--- src/rtl/decode_pkg.sv ---
// rtl/decode_pkg.sv - opcodes, control bundle, dest-select and state enums for the decode stage
package decode_pkg;

  localparam int SEL_W = 3;

  localparam logic [4:0] OP_ALU  = 5'h00;
  localparam logic [4:0] OP_ADDI = 5'h01;
  localparam logic [4:0] OP_ORI  = 5'h02;
  localparam logic [4:0] OP_LI   = 5'h03;
  localparam logic [4:0] OP_LD   = 5'h04;
  localparam logic [4:0] OP_ST   = 5'h05;
  localparam logic [4:0] OP_BEQZ = 5'h06;
  localparam logic [4:0] OP_BNEZ = 5'h07;
  localparam logic [4:0] OP_BLTZ = 5'h08;
  localparam logic [4:0] OP_BGEZ = 5'h09;
  localparam logic [4:0] OP_J    = 5'h0A;
  localparam logic [4:0] OP_JAL  = 5'h0B;
  localparam logic [4:0] OP_JR   = 5'h0C;

  localparam logic [1:0] ALU_ADD = 2'd0;
  localparam logic [1:0] ALU_SUB = 2'd1;
  localparam logic [1:0] ALU_AND = 2'd2;
  localparam logic [1:0] ALU_OR  = 2'd3;

  typedef enum logic [1:0] {
    DST_RS = 2'd0,
    DST_RT = 2'd1,
    DST_RD = 2'd2,
    DST_R7 = 2'd3
  } dest_sel_e;

  typedef enum logic [1:0] {
    BR_EQZ = 2'd0,
    BR_NEZ = 2'd1,
    BR_LTZ = 2'd2,
    BR_GEZ = 2'd3
  } br_cond_e;

  typedef struct packed {
    logic      reg_write;
    logic      mem_read;
    logic      mem_write;
    logic      branch;
    logic      jump;
    logic      jump_reg;
    logic      sign_imm;
    logic      imm_five;
    logic      use_disp;
    br_cond_e  br_cond;
    logic [1:0] alu_op;
    dest_sel_e dest_sel;
  } ctrl_t;

  localparam int CTRL_W = $bits(ctrl_t);

  typedef enum logic [1:0] {
    ST_EMPTY  = 2'd0,
    ST_HOLD   = 2'd1,
    ST_BUBBLE = 2'd2
  } state_e;

endpackage

--- src/rtl/decode_ctrl.sv ---
// rtl/decode_ctrl.sv - combinational opcode decoder producing the control bundle and operand usage
module decode_ctrl
  import decode_pkg::*;
(
  input  logic [4:0] i_opcode,
  input  logic [1:0] i_funct,
  output ctrl_t      o_ctrl,
  output logic       o_uses_rs,
  output logic       o_uses_rt,
  output logic       o_illegal
);

  // Map each opcode to its control bundle; anything unlisted decodes as an illegal no-op
  always_comb begin
    o_ctrl    = '0;
    o_uses_rs = 1'b0;
    o_uses_rt = 1'b0;
    o_illegal = 1'b0;
    case (i_opcode)
      OP_ALU: begin
        o_ctrl.reg_write = 1'b1;
        o_ctrl.dest_sel  = DST_RD;
        o_ctrl.alu_op    = i_funct;
        o_uses_rs        = 1'b1;
        o_uses_rt        = 1'b1;
      end
      OP_ADDI: begin
        o_ctrl.reg_write = 1'b1;
        o_ctrl.dest_sel  = DST_RT;
        o_ctrl.sign_imm  = 1'b1;
        o_ctrl.imm_five  = 1'b1;
        o_ctrl.alu_op    = ALU_ADD;
        o_uses_rs        = 1'b1;
      end
      OP_ORI: begin
        o_ctrl.reg_write = 1'b1;
        o_ctrl.dest_sel  = DST_RT;
        o_ctrl.imm_five  = 1'b1;
        o_ctrl.alu_op    = ALU_OR;
        o_uses_rs        = 1'b1;
      end
      OP_LI: begin
        o_ctrl.reg_write = 1'b1;
        o_ctrl.dest_sel  = DST_RS;
        o_ctrl.sign_imm  = 1'b1;
      end
      OP_LD: begin
        o_ctrl.reg_write = 1'b1;
        o_ctrl.mem_read  = 1'b1;
        o_ctrl.dest_sel  = DST_RT;
        o_ctrl.sign_imm  = 1'b1;
        o_ctrl.imm_five  = 1'b1;
        o_uses_rs        = 1'b1;
      end
      OP_ST: begin
        o_ctrl.mem_write = 1'b1;
        o_ctrl.sign_imm  = 1'b1;
        o_ctrl.imm_five  = 1'b1;
        o_uses_rs        = 1'b1;
        o_uses_rt        = 1'b1;
      end
      OP_BEQZ, OP_BNEZ, OP_BLTZ, OP_BGEZ: begin
        o_ctrl.branch   = 1'b1;
        o_ctrl.sign_imm = 1'b1;
        o_uses_rs       = 1'b1;
        case (i_opcode)
          OP_BEQZ: o_ctrl.br_cond = BR_EQZ;
          OP_BNEZ: o_ctrl.br_cond = BR_NEZ;
          OP_BLTZ: o_ctrl.br_cond = BR_LTZ;
          default: o_ctrl.br_cond = BR_GEZ;
        endcase
      end
      OP_J: begin
        o_ctrl.jump     = 1'b1;
        o_ctrl.use_disp = 1'b1;
        o_ctrl.sign_imm = 1'b1;
      end
      OP_JAL: begin
        o_ctrl.jump      = 1'b1;
        o_ctrl.use_disp  = 1'b1;
        o_ctrl.sign_imm  = 1'b1;
        o_ctrl.reg_write = 1'b1;
        o_ctrl.dest_sel  = DST_R7;
      end
      OP_JR: begin
        o_ctrl.jump     = 1'b1;
        o_ctrl.jump_reg = 1'b1;
        o_ctrl.sign_imm = 1'b1;
        o_ctrl.imm_five = 1'b1;
        o_uses_rs       = 1'b1;
      end
      default: o_illegal = 1'b1;
    endcase
  end

endmodule

--- src/rtl/decode_pipe_stage.sv ---
// rtl/decode_pipe_stage.sv - decode stage with register file, load-use FSM and output register; option macro DECODE_RF_BYPASS_EN
module decode_pipe_stage
  import decode_pkg::*;
#(
  parameter int DATA_W   = 16,
  parameter int NUM_REGS = 8,
  parameter int INSTR_W  = 16
) (
  input  logic               clk,
  input  logic               rst,
  input  logic               in_valid,
  output logic               in_ready,
  input  logic [INSTR_W-1:0] instr,
  input  logic [DATA_W-1:0]  pc_plus2,
  input  logic               wb_en,
  input  logic [SEL_W-1:0]   wb_sel,
  input  logic [DATA_W-1:0]  wb_data,
  input  logic               flush,
  output logic               out_valid,
  input  logic               out_ready,
  output logic [DATA_W-1:0]  out_rs_data,
  output logic [DATA_W-1:0]  out_rt_data,
  output logic [DATA_W-1:0]  out_imm,
  output logic [SEL_W-1:0]   out_dest,
  output ctrl_t              out_ctrl,
  output logic               redirect,
  output logic [DATA_W-1:0]  redirect_pc,
  output logic               err
);

  logic [4:0]        w_opcode;
  logic [SEL_W-1:0]  w_rs, w_rt, w_rd;
  logic [1:0]        w_funct;
  logic [4:0]        w_imm5;
  logic [7:0]        w_imm8;
  logic [10:0]       w_disp;
  ctrl_t             w_ctrl;
  logic              w_uses_rs, w_uses_rt, w_illegal;
  logic              w_wb_ok, w_load_use, w_wb_stall, w_hazard, w_accept;
  logic [DATA_W-1:0] w_rs_data, w_rt_data, w_imm, w_target;
  logic [SEL_W-1:0]  w_dest;
  logic              w_cond, w_taken;
  state_e            r_state, w_state_nxt;

  logic [DATA_W-1:0] r_regs [NUM_REGS];
  logic [DATA_W-1:0] r_rs_data, r_rt_data, r_imm, r_redirect_pc;
  logic [SEL_W-1:0]  r_dest;
  ctrl_t             r_ctrl;
  logic              r_redirect, r_err;

  assign w_opcode = instr[15:11];
  assign w_rs     = instr[10:8];
  assign w_rt     = instr[7:5];
  assign w_rd     = instr[4:2];
  assign w_funct  = instr[1:0];
  assign w_imm5   = instr[4:0];
  assign w_imm8   = instr[7:0];
  assign w_disp   = instr[10:0];

  decode_ctrl u_ctrl (
    .i_opcode  (w_opcode),
    .i_funct   (w_funct),
    .o_ctrl    (w_ctrl),
    .o_uses_rs (w_uses_rs),
    .o_uses_rt (w_uses_rt),
    .o_illegal (w_illegal)
  );

  // Writes to a select beyond the implemented file are dropped and flagged in err
  assign w_wb_ok = wb_en & (32'(wb_sel) < NUM_REGS);

  // Register file read ports; unimplemented selects read as zero
  always_comb begin
    w_rs_data = '0;
    w_rt_data = '0;
    for (int i = 0; i < NUM_REGS; i++) begin
      if (w_rs == SEL_W'(i)) w_rs_data = r_regs[i];
      if (w_rt == SEL_W'(i)) w_rt_data = r_regs[i];
    end
`ifdef DECODE_RF_BYPASS_EN
    if (w_wb_ok && (wb_sel == w_rs)) w_rs_data = wb_data;
    if (w_wb_ok && (wb_sel == w_rt)) w_rt_data = wb_data;
`endif
  end

  // Immediate: jumps take disp11, otherwise imm5 or imm8 with optional sign extension
  always_comb begin
    if (w_ctrl.use_disp)
      w_imm = {{(DATA_W-11){w_disp[10]}}, w_disp};
    else if (w_ctrl.imm_five)
      w_imm = {{(DATA_W-5){w_ctrl.sign_imm & w_imm5[4]}}, w_imm5};
    else
      w_imm = {{(DATA_W-8){w_ctrl.sign_imm & w_imm8[7]}}, w_imm8};
  end

  // Destination register selection and branch resolution on the forwarded rs value
  always_comb begin
    case (w_ctrl.dest_sel)
      DST_RS:  w_dest = w_rs;
      DST_RT:  w_dest = w_rt;
      DST_RD:  w_dest = w_rd;
      default: w_dest = 3'd7;
    endcase
    case (w_ctrl.br_cond)
      BR_EQZ:  w_cond = (w_rs_data == '0);
      BR_NEZ:  w_cond = (w_rs_data != '0);
      BR_LTZ:  w_cond = w_rs_data[DATA_W-1];
      default: w_cond = ~w_rs_data[DATA_W-1];
    endcase
    w_taken  = w_ctrl.jump | (w_ctrl.branch & w_cond);
    w_target = (w_ctrl.jump_reg ? w_rs_data : pc_plus2) + w_imm;
  end

  assign w_load_use = out_valid & r_ctrl.mem_read & r_ctrl.reg_write &
                      ((w_uses_rs & (r_dest == w_rs)) | (w_uses_rt & (r_dest == w_rt)));

`ifdef DECODE_RF_BYPASS_EN
  assign w_wb_stall = 1'b0;
`else
  assign w_wb_stall = w_wb_ok & ((w_uses_rs & (wb_sel == w_rs)) | (w_uses_rt & (wb_sel == w_rt)));
`endif

  assign w_hazard  = w_load_use | w_wb_stall;
  assign out_valid = (r_state == ST_HOLD);
  assign in_ready  = rst & (~out_valid | out_ready) & ~w_hazard & ~flush;
  assign w_accept  = in_valid & in_ready;

  // Next state: flush empties, accept holds, a drain blocked by a hazard leaves one bubble
  always_comb begin
    w_state_nxt = r_state;
    if (flush)
      w_state_nxt = ST_EMPTY;
    else if (w_accept)
      w_state_nxt = ST_HOLD;
    else begin
      case (r_state)
        ST_HOLD:   if (out_ready) w_state_nxt = w_hazard ? ST_BUBBLE : ST_EMPTY;
        ST_BUBBLE: w_state_nxt = ST_EMPTY;
        default:   w_state_nxt = ST_EMPTY;
      endcase
    end
  end

  // State register
  always_ff @(posedge clk or negedge rst) begin
    if (!rst) r_state <= ST_EMPTY;
    else      r_state <= w_state_nxt;
  end

  // Register file write port
  always_ff @(posedge clk or negedge rst) begin
    if (!rst) begin
      for (int i = 0; i < NUM_REGS; i++) r_regs[i] <= '0;
    end else if (w_wb_ok) begin
      for (int i = 0; i < NUM_REGS; i++)
        if (wb_sel == SEL_W'(i)) r_regs[i] <= wb_data;
    end
  end

  // Output pipeline register loads on accept; redirect is a single-cycle pulse
  always_ff @(posedge clk or negedge rst) begin
    if (!rst) begin
      r_rs_data     <= '0;
      r_rt_data     <= '0;
      r_imm         <= '0;
      r_dest        <= '0;
      r_ctrl        <= '0;
      r_redirect    <= 1'b0;
      r_redirect_pc <= '0;
    end else begin
      r_redirect <= w_accept & w_taken;
      if (w_accept) begin
        r_rs_data <= w_rs_data;
        r_rt_data <= w_rt_data;
        r_imm     <= w_imm;
        r_dest    <= w_dest;
        r_ctrl    <= w_ctrl;
        if (w_taken) r_redirect_pc <= w_target;
      end
    end
  end

  // Sticky error: illegal opcode accepted or out-of-range writeback
  always_ff @(posedge clk or negedge rst) begin
    if (!rst) r_err <= 1'b0;
    else      r_err <= r_err | (w_accept & w_illegal) | (wb_en & ~w_wb_ok);
  end

  assign out_rs_data = r_rs_data;
  assign out_rt_data = r_rt_data;
  assign out_imm     = r_imm;
  assign out_dest    = r_dest;
  assign out_ctrl    = r_ctrl;
  assign redirect    = r_redirect;
  assign redirect_pc = r_redirect_pc;
  assign err         = r_err;

endmodule

--- config.mk ---
export PLATFORM = sky130hd
export DESIGN_NAME = decode_pipe_stage
export DESIGN_NICKNAME = d
export VERILOG_FILES = /design/src/rtl/decode_pkg.sv /design/src/rtl/decode_ctrl.sv /design/src/rtl/decode_pipe_stage.sv
export SDC_FILE = /design/constraint.sdc
export NUM_CORES = 1
export LEC_CHECK = 0
export ABC_CLOCK_PERIOD_IN_PS = 4130
export CORE_ASPECT_RATIO = 1.75
export CORE_MARGIN = 4
export CORE_UTILIZATION = 44
export DETAILED_ROUTE_END_ITERATION = 10
export PLACE_DENSITY = 0.66
export SLEW_MARGIN = 20
export SYNTH_ARGS = -nofsm -noshare
export SYNTH_HDL_FRONTEND = slang
export SYNTH_SLANG_ARGS = --single-unit
export TNS_END_PERCENT = 10
--- constraint.sdc ---
create_clock -name clk -period 4.13 [get_ports clk]
set_input_delay 0.826 -clock clk [delete_from_list [all_inputs] [get_ports clk]]
set_output_delay 0.826 -clock clk [all_outputs]
set_load 0.01 [all_outputs]
==> results of run 1 <==
-- layout make-up --
class                           count  area (um2)
Inverter                           18        70.1
Sequential cell                   209        5230
Timing Repair Buffer              275        2430
Fill cell                        2244       10800
Multi-Input combinational cell    775        5860
Tap cell                          316         395
Clock buffer                       28         582
Antenna cell                        1        2.50
Clock inverter                      7        62.6
-- power breakdown --
group	switching [mW]	total [mW]	leakage, nW	internal [mW]
Sequential	0.341	2.85	2.55	2.51
Clock	0.805	1.85	0.319	1.05
Combinational	0.871	2.00	3.66	1.13
-- critical path: stages --
cell and delay, ns:
clkdlybuf4s50_1 0.45, buf_4 0.17, buf_6 0.23, buf_4 0.25
xnor2_1 0.14, nand4_1 0.10, a221oi_1 0.35, nor3_1 0.15
clkdlybuf4s50_1 0.52
-- sequential cells by signal (all words and copies together), names as in the netlist --
register and cells:
r_regs 128, out_rs_data 16, out_rt_data 16, redirect_pc 16
out_ctrl 15, out_imm 11, out_dest 3, r_state 2
err 1, redirect 1
-- metal layers --
metal,up-vias,track usage (%)
met5,-,0
met4,0,14.0
met3,123,3.16
met2,357,43.3
met1,4729,27.3
li1,4385,-
-- per-stage QoR --
stage | utilization [%] | hold WS (ns) | cells | setup WS (ns)
after floorplan | - | 0.491 | 1081 | -0.0256
after global placement | 54.8 | 0.455 | 1592 | -0.554
after detailed placement | 54.8 | 0.458 | 1592 | -0.586
after CTS | 57.3 | 0.474 | 1628 | 0.0310
after global routing | 57.5 | 0.489 | 1629 | -0.0490
final | 57.5 | 0.468 | 1629 | 0.104
-- Yosys cell counts (3+ instances only) --
| cell type | n | area share (%) |
|---|---|---|
| a31oi_1 | 13 | 0.71 |
| dfrtp_1 | 209 | 46 |
| buf_2 | 18 | 0.79 |
| a21o_1 | 27 | 1.8 |
| nand3_1 | 8 | 0.35 |
| a211oi_1 | 16 | 1.1 |
| ha_1 | 15 | 1.6 |
| mux2_2 | 147 | 14 |
| o21bai_1 | 3 | 0.20 |
| nand2_1 | 99 | 3.3 |
| nor3_1 | 11 | 0.48 |
| buf_4 | 9 | 0.59 |
| mux2i_1 | 54 | 4.7 |
| clkbuf_1 | 43 | 1.4 |
| and2_1 | 3 | 0.16 |
| o21ai_0 | 68 | 3.0 |
| nand2b_1 | 12 | 0.66 |
| nor2b_1 | 4 | 0.22 |
| xnor2_1 | 23 | 1.8 |
| buf_1 | 7 | 0.23 |
| inv_1 | 17 | 0.56 |
| nor3b_1 | 6 | 0.39 |
| nand4_1 | 11 | 0.60 |
| nor2_1 | 69 | 2.3 |
| nand4b_1 | 5 | 0.38 |
| a21oi_1 | 75 | 3.3 |
| o221ai_1 | 7 | 0.54 |
| a221oi_1 | 4 | 0.31 |
| a22oi_1 | 34 | 2.2 |
| xor2_1 | 3 | 0.23 |
| mux2_4 | 9 | 1.2 |
| mux4_2 | 6 | 1.2 |
-- worst max-delay path by stage --
stage / startpoint / cells past startpoint / endpoint
floorplan: instr[14] / 16 / redirect_pc[15]$_DFFE_PN0P_
global placement: instr[12] / 16 / redirect_pc[15]$_DFFE_PN0P_
detailed placement: instr[12] / 16 / redirect_pc[15]$_DFFE_PN0P_
CTS: instr[12] / 16 / redirect_pc[15]$_DFFE_PN0P_
global route: instr[13] / 17 / redirect_pc[15]$_DFFE_PN0P_
finish: instr[10] / 9 / in_ready
-- repair_timing --
action                     CTS  global route
hold buffers                 0             0
setup endpoints to repair    1             6
gates resized for setup      1            11
buffers inserted             1             0
pin swaps                    1             9
-- cells by family after synthesis --
| logic type | after synthesis |
|---|---|
| AOI/OAI and AO/OA | 272 |
| xor gates and xnor gates | 26 |
| adders and majority gates | 16 |
| buffers and inverters | 97 |
| DFF | 209 |
| muxes | 216 |
| and+or+nand+nor | 245 |
==> reports/metrics.cfg, run 1 <==
[worst_setup_path]
crit_required_ns = 3.30
worstSetupStartpointType = primary input
reg2regPathDepth = 15
r2r-end = redirect_pc[14]$_DFFE_PN0P_
endpoint_kind = output port
crit_arrival_ns = 3.20
rr_startpoint = r_regs[32]$_DFFE_PN0P_
rrSetupSlack_ns = 0.70
path_max_fanout = 19
worst-setup-path-type = in2out

[hold_path]
whs_endpoint = err$_DFF_PN0_
worstHoldPathType = reg2reg
hp-start = err$_DFF_PN0_
min_path_cells = 1

[sta]
slew_viol_final = 0
relSlewSlack_pct = 35.8
tightestPinTransition_ns = 0.963
fmax_ghz = 0.248
fin_skew_ns = 0.00997
period_share_pct = 97.5
post-route-min-period_ns = 4.03
hold_viol = 0
fin_setup_tns_ns = 0
rsz0062_at_grt = true
setup_violations = 0

[routing]
drc = 0
drt_first_pass_iters = 5
vias = 9594
drt-met1-wl_um = 12900
ant_nets = 0
top_layer_used = met4
routedWlPerCell_um = 21.7
viasPerCell = 5.89
drtIter0Drc = 659
wl_met2_um = 18200
routed-wl-met3_um = 2010
postRouteWirelength_um = 35300

[place]
port_buffers = 142
dpl.hpwl_um = 25300
placed_area_mm2 = 0.0139
gp_congestion = 0.879

[global_routing]
grt_max_degree = 76
antenna_found_initial = 1
grt_usage_pct = 24.4
gr-total-overflow = 0
grt_pass1_vias = 9841
grt_pass1_wl_um = 54600

[synth]
synth-simple-area-share_pct = 9.96
synthFlopType = dfrtp_1
synth-xor-area-share_pct = 1.99
synth_top_family_by_area = multiplexers
ys_ff_latch = 209
syn_inst = 1081
synth_compound_area_share_pct = 15.0
seq_area_frac_synth_pct = 45.8
synth_mux_area_share_pct = 21.6
avgSynthCellArea_um2 = 10.6
synthAdderAreaFrac_pct = 1.82
syn_area_mm2 = 0.0114
synth_nets = 1154
yosysWarnings = 0
async_reset_ff_share_pct = 100
synth.distinct_cells = 66
synth-edff-count = 0

[clock_network]
tritoncts = done
clock_latency_ns = 0.51
h-tree-depth = 1
cts_root_buffer = clkbuf_16
cts.clk_slew.worst_paths_ns = 0.06
cts-buffers-inserted = 21
clockBufferDepth = 3
clock_sinks = 209

[finish]
final_cell_mix = dfrtp_1, mux2_2, clkdlybuf4s50_1
final_common_cell = dfrtp_1
drive_gt1_share_pct = 27.4
stdcell_area_mm2 = 0.0146
fin_nets = 1373
syn2layout_area_growth_pct = 28.2

[power]
ir_drop_uv = 281
finalPower_mw = 6.70
power_density_mw_per_mm2 = 458
cellLeakagePower_nw = 6.53

[flow_run]
maxCapViolCount = 0

[floorplanning]
fp-row-count = 77
coreArea_mm2 = 0.0254
die_w_um = 130
die_h_um = 221
num_io_pins = 143
initial_core_util_pct = 44.9
die_area_mm2 = 0.0287

[run_status]
status = finished clean

(Power assumes the default switching activity.)
==> inputs of run 2 (changes only) <==
--- a/config.mk
+++ b/config.mk
@@ -6,6 +6,7 @@
 export NUM_CORES = 1
 export LEC_CHECK = 0
 export ABC_CLOCK_PERIOD_IN_PS = 4130
+export CAP_MARGIN = 40
 export CORE_ASPECT_RATIO = 1.75
 export CORE_MARGIN = 4
 export CORE_UTILIZATION = 44
==> reports/metrics.cfg, run 2 (synthesized netlist as in run 1, its figures left out) <==
[sta]
fmax_ghz = 0.249  ; +0.35%
fin_setup_tns_ns = 0  ; unchanged
setup_violations = 0  ; unchanged
setup_slack_ns = 0.118  ; +0.0140 ns
fin_skew_ns = 0.0178  ; +0.00787 ns
hold_viol = 0  ; unchanged
tightestPinTransition_ns = 0.777  ; -0.187 ns
slew_viol_final = 0  ; unchanged
whs_ns = 0.249  ; -0.219 ns
rsz0062_at_grt = true
post-route-min-period_ns = 4.01  ; -0.0140 ns
period_share_pct = 97.1  ; -0.34 points
relSlewSlack_pct = 48.1  ; +12 points

[flow_run]
maxCapViolCount = 0  ; unchanged

[power]
combPwrFrac_pct = 29.4  ; -0.4 points
seq_power_share_pct = 41.7  ; -0.8 points
swShare_pct = 29.7  ; -0.41 points
cellLeakagePower_nw = 6.59  ; +0.91%
pwr-share-clk_pct = 28.9  ; +1.3 points
ir_drop_uv = 314  ; +12%
power_density_mw_per_mm2 = 464  ; +1.2%
internal-power_mw = 4.81  ; +2.7%
p_sw_mw = 2.03  ; +0.76%

[clock_network]
clockBufferDepth = 3  ; unchanged
clock_sinks = 209  ; unchanged
cts-buffers-inserted = 21  ; unchanged
h-tree-depth = 1  ; unchanged
cts_root_buffer = clkbuf_16
tritoncts = done
clock_latency_ns = 0.52  ; about the same
cts.clk_slew.worst_paths_ns = 0.06  ; about the same

[routing]
viasPerCell = 5.86  ; -0.45%
ant_nets = 0  ; unchanged
routedWlPerCell_um = 21.8  ; +0.86%
drtIter0Drc = 673  ; +2.1%
drt_first_pass_iters = 5  ; unchanged
postRouteWirelength_um = 35700  ; +1.2%
drc = 0  ; unchanged
vias = 9580  ; -0.15%

[finish]
final_common_cell = dfrtp_1
drive_gt1_share_pct = 27.8  ; +0.35 points
final_cell_mix = dfrtp_1, mux2_2, clkdlybuf4s50_1
syn2layout_area_growth_pct = 29.3
top_register = r_regs
stdcell_area_mm2 = 0.0148  ; +0.91%
largest_reg_flops = 128  ; unchanged
fin_nets = 1376  ; +0.22%

[global_routing]
gr-total-overflow = 0  ; unchanged
grt_pass1_vias = 9853  ; +0.12%
antenna_found_initial = 1  ; unchanged
grt_pass1_wl_um = 55500  ; +1.8%
grt_usage_pct = 24.8  ; +0.41 points
grt_max_degree = 63  ; -17%

[worst_setup_path]
worstSetupStartpointType = primary input
r2r-end = redirect_pc[15]$_DFFE_PN0P_
rr_startpoint = r_regs[97]$_DFFE_PN0P_
path_max_fanout = 19  ; unchanged
crit_arrival_ns = 3.19  ; about the same
worst-setup-path-type = in2out
endpoint_kind = output port
crit_required_ns = 3.30  ; about the same
reg2regPathDepth = 12  ; -3
rrSetupSlack_ns = 0.69  ; about the same

[floorplanning]
initial_core_util_pct = 44.9  ; unchanged
coreArea_mm2 = 0.0254  ; unchanged
die_h_um = 221  ; unchanged
die_area_mm2 = 0.0287  ; unchanged
die_w_um = 130  ; unchanged
num_io_pins = 143  ; unchanged
fp-row-count = 77  ; unchanged

[hold_path]
worstHoldPathType = in2async

[place]
dpl.hpwl_um = 25500  ; +0.77%
placed_area_mm2 = 0.0140  ; +0.34%
pre_cts_slack_ns = -0.557  ; +0.0281 ns
gp_congestion = 0.879  ; unchanged
port_buffers = 142  ; unchanged

[run_status]
status = finished clean

run 2: cell types whose count changed in the layout (fill, tap and decap cells not counted), moves of 2 or more:
cell and delta:
buf_16 +2, clkbuf_8 +3, clkinv_2 -2, nor2_1 -2
nor2_2 +2
run 2: worst max-delay path, cell delays in order:
cell and delay (ns):
clkdlybuf4s50_1 0.45, buf_4 0.17, buf_6 0.23, buf_4 0.25
xnor2_1 0.14, nand4_1 0.10, a221oi_1 0.34, nor3_1 0.15
clkdlybuf4s50_1 0.51
run 2: area by class of cell:
class	count	area (um2)
Antenna cell	1	2.50
Inverter	18	70.1
Clock inverter	5	75.1
Clock buffer	32	627
Sequential cell	209	5230
Fill cell	2194	10700
Multi-Input combinational cell	775	5860
Tap cell	316	395
Timing Repair Buffer	278	2510
run 2: routing by layer:
metal  global-route usage, %  up-vias  wire (um)
met4                    13.7        0       1960
li1                        -     4395          -
met1                    28.1     4740      12900
met2                    44.4      348      18800
met3                    2.56       97       1990
met5                       0        -          0
run 2: repair_timing:
action | CTS | global route
endpoints found under the setup margin | 1 | 5
cloned | 0 | 0
endpoints found under the hold margin | 0 | 0
resized for setup | 1 | 12
hold buffers | 0 | 0
buffers inserted | 0 | 1
pin swaps | 0 | 3
run 2: power by group through the flow:
stage	Clock, mW	Sequential [mW]	Combinational (mW)
finish	1.98	2.86	2.01
global route	2.10	2.91	2.18
CTS	2.01	2.85	2.01
detailed placement	0	2.88	2.00
global placement	0	2.87	1.96
floorplan	0	2.87	1.00
run 2: stage by stage:
step | total power, mW | util, % | instances
after floorplan | 3.88 | - | 1081
after global placement | 4.83 | 54.8 | 1592
after detailed placement | 4.89 | 54.9 | 1594
after CTS | 6.88 | 57.7 | 1631
after global routing | 7.20 | 58.1 | 1634
final | 6.85 | 58.1 | 1634
run 2: worst max path at each step:
stage	start	to	slack, ns
after detailed placement	instr[12]	redirect_pc[15]$_DFFE_PN0P_	-0.56
after CTS	instr[12]	redirect_pc[15]$_DFFE_PN0P_	0.02
after global placement	instr[12]	redirect_pc[15]$_DFFE_PN0P_	-0.55
final	instr[10]	in_ready	0.12
after floorplan	instr[14]	redirect_pc[15]$_DFFE_PN0P_	-0.03
after global routing	instr[10]	redirect_pc[15]$_DFFE_PN0P_	-0.05
==> inputs of run 3 (changes only) <==
--- a/config.mk
+++ b/config.mk
@@ -5,14 +5,16 @@
 export SDC_FILE = /design/constraint.sdc
 export NUM_CORES = 1
 export LEC_CHECK = 0
+export ABC_AREA = 1
 export ABC_CLOCK_PERIOD_IN_PS = 4130
 export CAP_MARGIN = 40
 export CORE_ASPECT_RATIO = 1.75
 export CORE_MARGIN = 4
 export CORE_UTILIZATION = 44
 export DETAILED_ROUTE_END_ITERATION = 10
+export MAX_ROUTING_LAYER = met4
 export PLACE_DENSITY = 0.66
-export SLEW_MARGIN = 20
+export SLEW_MARGIN = 15
 export SYNTH_ARGS = -nofsm -noshare
 export SYNTH_HDL_FRONTEND = slang
 export SYNTH_SLANG_ARGS = --single-unit
==> reports/metrics.cfg, run 3 <==
[finish]
final_common_cell = nand2_1
final_core_util_pct = 58.5  ; +0.40 points
drive_gt1_share_pct = 13.2  ; -15 points
syn2layout_area_growth_pct = 29.9
fillers = 2351  ; +7.2%
largest_reg_flops = 128  ; unchanged
fin_nets = 1759  ; +28%
num_antenna_cells = 0  ; -1
final_cell_mix = nand2_1, dfrtp_1, o21ai_0
top_register = r_regs

[global_routing]
grt_pass1_wl_um = 60400  ; +8.8%
antenna_found_initial = 0  ; -1
grt_max_degree = 67  ; +6.3%
grt_pass1_vias = 10900  ; +11%
gr-total-overflow = 0  ; unchanged
grt_usage_pct = 28.6  ; +3.8 points

[routing]
drtIter0Drc = 773  ; +15%
routedWlPerCell_um = 19.5  ; -11%
postRouteWirelength_um = 39200  ; +9.8%
drc = 0  ; unchanged
vias = 11000  ; +15%
ant_nets = 0  ; unchanged
drt_first_pass_iters = 6  ; +1
viasPerCell = 5.46  ; -6.8%

[floorplanning]
die_h_um = 219  ; -1.0%
die_w_um = 128  ; -1.0%
die_area_mm2 = 0.0281  ; -2.1%
fp-row-count = 76  ; -1.3%
initial_core_util_pct = 45.0  ; +0.12 points
coreArea_mm2 = 0.0248  ; -2.4%
num_io_pins = 143  ; unchanged

[worst_setup_path]
worst-setup-path-type = in2out
cpPeakStageDelay_ns = 0.53  ; +0.02 ns
crit_required_ns = 3.30  ; about the same
cp_slowest_cell = clkdlybuf4s50_1
crit_start = instr[11]
worstSetupStartpointType = primary input
rr_startpoint = r_regs[116]$_DFFE_PN0P_
crit_chain = clkdlybuf4s50_1, nor2_1, nand4_2, buf_4, inv_2, buf_4, nor4_2, nand3_1, a21boi_2, nand2_2, inv_1, clkdlybuf4s50_1
rrSetupSlack_ns = 1.21  ; +0.52 ns
reg2regPathDepth = 18  ; +6
path_max_fanout = 3  ; -16
crit_arrival_ns = 3.18  ; about the same
r2r-end = redirect_pc[15]$_DFFE_PN0P_
crit_path_end = in_ready
endpoint_kind = output port

[synth]
yosys.area.top_type = dfrtp_1
synthTopCellsByCount = nand2_1, dfrtp_1, o21ai_0, inv_1, nor2_1
synth.distinct_cells = 46  ; -30%
synth-edff-count = 0  ; unchanged
yosysWarnings = 0  ; unchanged
avgSynthCellArea_um2 = 7.70  ; -27%
synth_most_common_cell = nand2_1
async_reset_ff_share_pct = 100  ; unchanged
yosysTopAreaCellShare_pct = 46.8  ; +1.0 points
syn_area_mm2 = 0.0112  ; -2.2%
netlist_top_cells_area = dfrtp_1, nand2_1, o21ai_0
synth_nets = 1524  ; +32%
syn_inst = 1451  ; +34%
ys_ff_latch = 209  ; unchanged
seq_area_frac_synth_pct = 46.8  ; +1.0 points
synthFlopType = dfrtp_1

[power]
cellLeakagePower_nw = 7.04  ; +6.8%
ir_drop_uv = 392  ; +25%
power_density_mw_per_mm2 = 452  ; -2.5%

[flow_run]
maxCapViolCount = 0  ; unchanged

[sta]
hold_viol = 0  ; unchanged
whs_ns = 0.338  ; +0.0891 ns
fin_skew_ns = 0.0110  ; -0.00683 ns
relSlewSlack_pct = 47.1  ; -0.94 points
post-route-min-period_ns = 4.01  ; -0.00557 ns
period_share_pct = 97.0  ; -0.13 points
slew_viol_final = 0  ; unchanged
fmax_ghz = 0.250  ; +0.14%
tightestPinTransition_ns = 0.793  ; +0.0161 ns
rsz0062_at_grt = false
setup_violations = 0  ; unchanged

[clock_network]
cts_root_buffer = clkbuf_16
cts.clk_slew.worst_paths_ns = 0.06  ; about the same
cts-buffers-inserted = 21  ; unchanged
hold_buffers = 0  ; unchanged
h-tree-depth = 1  ; unchanged
clock_sinks = 209  ; unchanged
clock_latency_ns = 0.52  ; about the same
clockBufferDepth = 3  ; unchanged
tritoncts = done

[place]
gp_congestion = 0.953  ; +8.4%
port_buffers = 142  ; unchanged
dpl.hpwl_um = 29000  ; +14%

[run_status]
status = finished clean

[hold_path]
worstHoldPathType = in2async

[run 3: changes by cell type in the layout (fill, tap and decap cells not counted), sizes merged, moves of 18 or more]
| cell | change |
|---|---|
| nor2 | +18 |
| o21ai | +112 |
| nand3 | +79 |
| mux2i | -54 |
| nand2 | +385 |
| nand4 | +54 |
| mux2 | -156 |
| inv | +103 |
| a21oi | -27 |
| a22oi | -34 |
| a21o | -25 |
[run 3: cells by family (layout without fill, tap and decap cells)]
kind of cell	Yosys count	after routing	synth area share, %
and+or+nand+nor	742	742	29.0
DFF	209	209	46.8
xor gates and xnor gates	24	24	1.88
AOI/OAI and AO/OA	262	262	12.7
buffers and inverters	198	447	7.78
adders and majority gates	16	16	1.86
[run 3: how the worst min path moves through the flow]
stage | startpoint | end | depth (start not counted)
finish | rst | r_regs[15]$_DFFE_PN0P_ | 2
detailed placement | out_imm[3]$_DFFE_PN0P_ | out_imm[3]$_DFFE_PN0P_ | 2
floorplan | r_regs[114]$_DFFE_PN0P_ | r_regs[114]$_DFFE_PN0P_ | 2
global route | rst | r_regs[15]$_DFFE_PN0P_ | 2
CTS | rst | r_regs[15]$_DFFE_PN0P_ | 2
global placement | out_rt_data[14]$_DFFE_PN0P_ | out_rt_data[14]$_DFFE_PN0P_ | 2
[run 3: worst max-delay path: cells and delay by family]
family                 cells  cell delay [ns]
AOI/OAI and AO/OA          1             0.21
buffers and inverters      6             1.43
and+or+nand+nor            5             0.72
[run 3: final cells by class]
cell class,instances,area (um2),share of cell area [%]
Clock inverter,9,124,0.854
Tap cell,312,390,2.69
Clock buffer,28,572,3.94
Timing Repair Buffer,290,2650,18.2
Inverter,120,455,3.14
Sequential cell,209,5230,36.0
Multi-Input combinational cell,1044,5090,35.1
[run 3: where the power goes]
part | switching, mW | leakage, nW | internal, mW
combinational | 0.914 | 4.04 | 0.857
clock | 0.826 | 0.346 | 1.16
sequential | 0.331 | 2.65 | 2.47
[run 3: layer usage]
layer / vias up / part of all wire, % / GRT usage (%)
met1: 5206 / 37 / 31.6
met3: 126 / 5.5 / 3.14
met2: 411 / 53 / 50.6
met4: 0 / 5.2 / 14.2
li1: 5252 / - / -
met5: - / 0 / -
[run 3: timing repair]
item,4_1_cts,5_1_grt
endpoints found under the setup margin,0,6
gates resized for setup,0,7
buffers inserted,0,0
[run 3: stage by stage]
| step | instances | TNS, ns | setup WS (ns) | total power [mW] | cell area [um2] |
|---|---|---|---|---|---|
| after CTS | 2012 | 0 | 0.0667 | 6.60 | 14500 |
| after detailed placement | 1975 | -1.13 | -0.292 | 4.60 | 13800 |
| final | 2012 | 0 | 0.124 | 6.56 | 14500 |
| after global placement | 1971 | -0.711 | -0.260 | 4.56 | 13700 |
| after floorplan | 1451 | 0 | 0.626 | 3.60 | 11200 |
| after global routing | 2012 | 0 | 0.0203 | 6.90 | 14500 |
